==> src/rtl/load_store_unit_pkg.sv <==
// Shared types and widths for the memory-stage load/store unit.
package load_store_unit_pkg;

  localparam int XLEN   = 64;
  localparam int BUS_DW = 16;

  typedef enum logic [1:0] {
    ST_IDLE = 2'd0,
    ST_REQ  = 2'd1,
    ST_WAIT = 2'd2
  } lsu_state_e;

endpackage

==> src/rtl/load_store_unit.sv <==
// Memory-stage LSU: passes ALU results to writeback and runs half-word
// accesses as single pipelined Wishbone cycles on a 16-bit master port.
module load_store_unit
  import load_store_unit_pkg::*;
(
  input  logic              clk_i,
  input  logic              reset_i,
  input  logic [XLEN-1:0]   addr_i,
  input  logic              we_i,
  input  logic              nomem_i,
  input  logic              hword_i,
  input  logic [XLEN-1:0]   dat_i,
  output logic              busy_o,
  output logic              rwe_o,
  output logic [XLEN-1:0]   dat_o,
  output logic [XLEN-1:0]   wbmadr_o,
  output logic [BUS_DW-1:0] wbmdat_o,
  output logic              wbmwe_o,
  output logic              wbmstb_o,
  input  logic              wbmack_i
);

  lsu_state_e        state_reg, state_next;
  logic              busy_reg, busy_next;
  logic              rwe_reg, rwe_next;
  logic [XLEN-1:0]   dat_reg, dat_next;
  logic [XLEN-1:0]   adr_reg, adr_next;
  logic [BUS_DW-1:0] wdat_reg, wdat_next;
  logic              we_reg, we_next;
  logic              stb_reg, stb_next;

  // Only the low half-word of the store data ever reaches the bus.
  logic unused_dat_bits;
  assign unused_dat_bits = ^dat_i[XLEN-1:BUS_DW];

  always_ff @(posedge clk_i or posedge reset_i) begin
    if (reset_i) begin
      state_reg <= ST_IDLE;
      busy_reg  <= 1'b0;
      rwe_reg   <= 1'b0;
      dat_reg   <= '0;
      adr_reg   <= '0;
      wdat_reg  <= '0;
      we_reg    <= 1'b0;
      stb_reg   <= 1'b0;
    end else begin
      state_reg <= state_next;
      busy_reg  <= busy_next;
      rwe_reg   <= rwe_next;
      dat_reg   <= dat_next;
      adr_reg   <= adr_next;
      wdat_reg  <= wdat_next;
      we_reg    <= we_next;
      stb_reg   <= stb_next;
    end
  end

  always_comb begin
    state_next = state_reg;
    busy_next  = busy_reg;
    rwe_next   = rwe_reg;
    dat_next   = dat_reg;
    adr_next   = adr_reg;
    wdat_next  = wdat_reg;
    we_next    = we_reg;
    stb_next   = stb_reg;

    case (state_reg)
      ST_IDLE: begin
        stb_next = 1'b0;
        if (nomem_i) begin
          dat_next = addr_i;
          rwe_next = 1'b1;
        end else begin
          rwe_next = 1'b0;
          if (hword_i) begin
            adr_next   = addr_i;
            wdat_next  = dat_i[BUS_DW-1:0];
            we_next    = we_i;
            stb_next   = 1'b1;
            busy_next  = 1'b1;
            state_next = ST_REQ;
          end
        end
      end

      ST_REQ: begin
        stb_next = 1'b0;
        rwe_next = 1'b0;
        // A fast slave may acknowledge in the strobe cycle itself.
        if (wbmack_i) begin
          busy_next  = 1'b0;
          we_next    = 1'b0;
          state_next = ST_IDLE;
        end else begin
          state_next = ST_WAIT;
        end
      end

      ST_WAIT: begin
        stb_next = 1'b0;
        rwe_next = 1'b0;
        if (wbmack_i) begin
          busy_next  = 1'b0;
          we_next    = 1'b0;
          state_next = ST_IDLE;
        end
      end

      default: begin
        busy_next  = 1'b0;
        stb_next   = 1'b0;
        rwe_next   = 1'b0;
        state_next = ST_IDLE;
      end
    endcase
  end

  assign busy_o   = busy_reg;
  assign rwe_o    = rwe_reg;
  assign dat_o    = dat_reg;
  assign wbmadr_o = adr_reg;
  assign wbmdat_o = wdat_reg;
  assign wbmwe_o  = we_reg;
  assign wbmstb_o = stb_reg;

endmodule

==> config.mk <==
export PLATFORM = sky130hd
export DESIGN_NAME = load_store_unit
export DESIGN_NICKNAME = d
export VERILOG_FILES = /design/src/rtl/load_store_unit_pkg.sv /design/src/rtl/load_store_unit.sv
export SDC_FILE = /design/constraint.sdc
export NUM_CORES = 1
export LEC_CHECK = 0
export ABC_CLOCK_PERIOD_IN_PS = 5830
export CAP_MARGIN = 20
export CORE_AREA = 2 2 124 126
export DETAILED_ROUTE_END_ITERATION = 6
export DIE_AREA = 0 0 126 128
export GPL_TIMING_DRIVEN = 0
export PLACE_DENSITY = 0.77
export SLEW_MARGIN = 25
export SYNTH_ARGS = -nofsm -noshare
export SYNTH_HDL_FRONTEND = slang
export SYNTH_SLANG_ARGS = --single-unit
==> constraint.sdc <==
create_clock -name clk_i -period 5.83 [get_ports clk_i]
set_clock_uncertainty 0.2 [all_clocks]
set_input_delay 0.583 -clock clk_i [delete_from_list [all_inputs] [get_ports clk_i]]
set_output_delay 0.583 -clock clk_i [all_outputs]
set_load 0.1 [all_outputs]
Word level (Yosys, flattened, before mapping). Cells that the tools add are included.

Flip-flop bits (word level): 150. Word-level logic and storage cells: 40.

Equal/unequal tests: 6. Muxes and demuxes: 17. Bitwise gates (word level): 1. Reduce and logical (&&, ||, !) cells: 8.

Operators by type and width (number): 1-bit two-way mux (10); 3-bit AND reduction (3); 2-bit two-way mux (4); 2-bit != test, second input constant (3); 2-bit case mux with 3 select lines (1); 1-bit case mux with 2 select lines (2); 4-bit AND reduction (1); 2-bit by 1-bit == test with 1-bit output, second input constant (1); 2-bit == test, second input constant (1); 2-bit logical NOT (1); 2-bit by 1-bit != test with 1-bit output, second input constant (1); 2-bit AND reduction (1); 2-bit nonzero test (1); 2-bit OR reduction (1); 1-bit inverter (1).

Depth between registers and ports, before layout.
Depth in word-level cells: 4. Gate-level depth with buffers: 7. Gate-level depth less buffers: 5.

Least setup slack after synthesis. Ideal clock, no wire load.

Kind: register to register. Start: register state_reg[0]. End: register dat_reg[10] (netlist: dat_o[10]). Setup time: 0.125 ns. Arrival: 1.422 ns. Setup slack: 4.083 ns. Stages on the path, launching flop included: 8. Clock period less this slack: 1.747 ns. Cell sequence: dfrtp_1 -> inv_1 -> ha_1 -> buf_4 -> nand2_1 -> buf_6 -> buf_6 -> mux2_4.

Word-level cells in the longest chain between the ends: 2.

RTL lines: start: declaration (line load_store_unit.sv:23) `lsu_state_e state_reg, state_next;`; start signal: assignment (line load_store_unit.sv:47) `state_reg <= state_next;`; 2-bit logical NOT (line load_store_unit.sv:68) `case (state_reg)`; 2-bit AND reduction (no source line); end signal: assignment (line load_store_unit.sv:50) `dat_reg <= dat_next;`; end: declaration (line load_store_unit.sv:26) `logic [XLEN-1:0] dat_reg, dat_next;`.

Every way passes these cells. A chain may end at the register's enable or synchronous reset.

Worst setup path after layout.
Start: register dat_reg[19] (netlist: dat_o[19]). End: output port dat_o[19].

RTL lines: end: declaration (line load_store_unit.sv:15) `output logic [XLEN-1:0] dat_o,`.

No word-level cell between the ends.

==> impl_metrics.ini <==
[placement]
globalplace.congestion = 0.759
post-dp-hpwl_um = 10200
postPlaceCellArea_mm2 = 0.00851
buffers_added_on_ports = 233
placed_cells_incl_taps = 760

[clocking]
cts_resized = 0
clkTransAtPathRegs_ps = 60
cts_post_setup_buffers_inserted = 0
tritoncts_clock_tree = built
clock-sinks = 150
tritoncts.num_buffers = 17
ctsLongestPathBuffers = 2
worst_skew_pair.late_latency_ps = 410
cts_root_buf = clkbuf_16
htree_levels = 4
ctsHoldBuffers = 0

[final_layout]
antenna_cells = 0
instances_no_fill = 792
fillerInstances = 1103
post_route_cells_drive_above_1_share = 0.189
final_instance_area_mm2 = 0.00918
finalNetCount = 728
synthToLayoutAreaGrowth_pct = 55.4

[routing]
detail_route.drc_violations = 0
wirelength_um = 14000
route.antenna.remaining_nets = 0
dr.first_iter.drc_count = 141
routed_via_count_divided_by_cell_count = 4.77
drt-wirelength-per-cell_um = 17.6
router_iterations_before_antenna_repair = 4
routed-via-count = 3780

[synth]
synth_async_sr_flop_share = 1.00
post_synth.cell_area_avg_um2 = 17.5
netlist_top_cells_area = dfrtp_1 64%, mux2_1 15%, mux2_4 12%, mux2_2 3.0%, buf_6 2.7%
syn-num-nets = 475
synth_area_mm2 = 0.00591
ys_seq_area_frac = 0.635
yosys.cell_count.top_type = dfrtp_1
synth_enable_flop_cells = 0
synth-main-ff-cell = dfrtp_1
synth.yosys.warnings = 0
synth_top_cells_by_count = 150 x dfrtp_1, 79 x mux2_1, 49 x mux2_4
ys_seq_elements = 150
synth_top_area_share = 0.635
yosysUniqueCellTypes = 21
syn-instance-count = 338
synth_area_leader_cell = dfrtp_1

[die]
die_height_um = 128
die_outline_area_mm2 = 0.0161
fp.coreArea_mm2 = 0.0149
start_util = 0.398
rows = 45
die-width_um = 126
num_io_pins = 282

[global_routing]
wire_length_of_the_first_global_routing_pass_um = 22600
grt_antenna_before_repair = 0
gr-max-usage-layer = met2
use_met1 = 0.211
global_route.usage.total = 0.180
use_met3 = 0.0701
grt_start_max_net_pins = 87
global_route.overflow_total = 0
via_count_of_the_first_global_routing_pass = 4219
grtUsageMet2 = 0.302

[sta]
worst_pin_slew_ps = 1040
max_clock_freq_mhz = 367
fin_crit_sh = 0.468
timing_hold_violations_final = 0
max_slew_margin = 0.304
timing_max_transition_violations_final = 0
finalHoldWorstSlack_ps = 286
grt_setup_unrepaired = no
finalSetupViolCount = 0
final_worst_path_period_need_ps = 2730

[critical_path]
path_max_fanout = 2
critPathArrivalTime_ps = 1940
critPathLaunch = dat_o[19]
crit_chain = clkdlybuf4s50_1
cp-end-kind = output pin
worstReg2RegStart = state_reg[0]
critPathSlowestCell = clkdlybuf4s50_1
crit_buf_inv = 1
worstSetupPathType = flop to output pin
worstPathRequired_ps = 5050
critical-path-max-stage-delay_ps = 1160
critPathTopFamily = buffers and inverters
start_kind = flop

[min_path]
hold_start = wbmadr_o[49]
hp-class = flop to flop

[outcome]
outcome = finished, final reports clean

[run]
cap_violations = 0
-- area by class of cell --
type,instances,area [µm²],share of cell area
tap,188,235,0.0256
clock buffer,25,505,0.0551
multi-input combinational,165,1960,0.213
buffer,16,170,0.0185
sequential,150,3750,0.409
clock inverter,7,164,0.0179
inverter,7,33.8,0.00368
timing repair buffer,234,2360,0.257
-- per-stage QoR --
step / util / setup TNS [ps] / setup WS, ps
detailed placement: 0.573 / 0 / 3530
floorplan: - / 0 / 1010
finish: 0.618 / 0 / 3100
global placement: 0.570 / -114140 / -770
global route: 0.618 / 0 / 3050
CTS: 0.618 / 0 / 3070
-- placed cells by master, fill, tap and decap left out --
master	Yosys	routed
o21ai_0	1	1
clkdlybuf4s50_1	0	233
mux2_2	16	16
buf_4	1	1
nor2b_1	1	1
o22ai_1	1	1
mux2_4	49	49
a32o_1	1	1
a21oi_1	3	3
mux2_1	79	79
bufinv_16	0	5
clkbuf_16	0	17
nand2b_1	2	2
nor2b_4	1	1
nand2_1	3	3
a2bb2oi_1	1	1
clkbuf_1	0	3
nor2_1	2	2
dfrtp_1	150	150
clkinv_2	0	1
o22a_1	1	1
clkinv_4	0	1
buf_2	1	1
buf_16	0	1
nand2_4	1	1
ha_1	3	3
clkbuf_8	0	5
inv_8	0	1
inv_1	7	6
buf_6	14	14
-- cell families (layout without fill, tap and decap cells) --
logic type,count (synthesis),after routing,synth area share
AOI/OAI and AO/OA,8,8,0.00910
adders and majority gates,3,3,0.00635
and+or+nand+nor,10,10,0.0106
DFF,150,150,0.635
muxes,144,144,0.306
buffers and inverters,23,289,0.0332
-- final timing paths --
path                                end  slack (ps)  cells past startpoint
min in group asynchronous      dat_o[5]         390                      2
max in group asynchronous     dat_o[53]        4280                      3
max reg2reg                   dat_o[19]        3890                      7
min reg2reg                wbmadr_o[49]         290                      1
min                        wbmadr_o[49]         290                      1
max                           dat_o[19]        3100                      1
-- per-layer routing --
metal	part of all wire	routed length, µm	vias up
li1	-	-	1689
met1	0.39	5480	1922
met2	0.51	7100	143
met3	0.073	1020	26
met4	0.026	363	0
met5	0	0	-
Power is left out: the tool's default activity adds up to more than one toggle a clock period on the data nets, which glitch-free logic cannot reach.
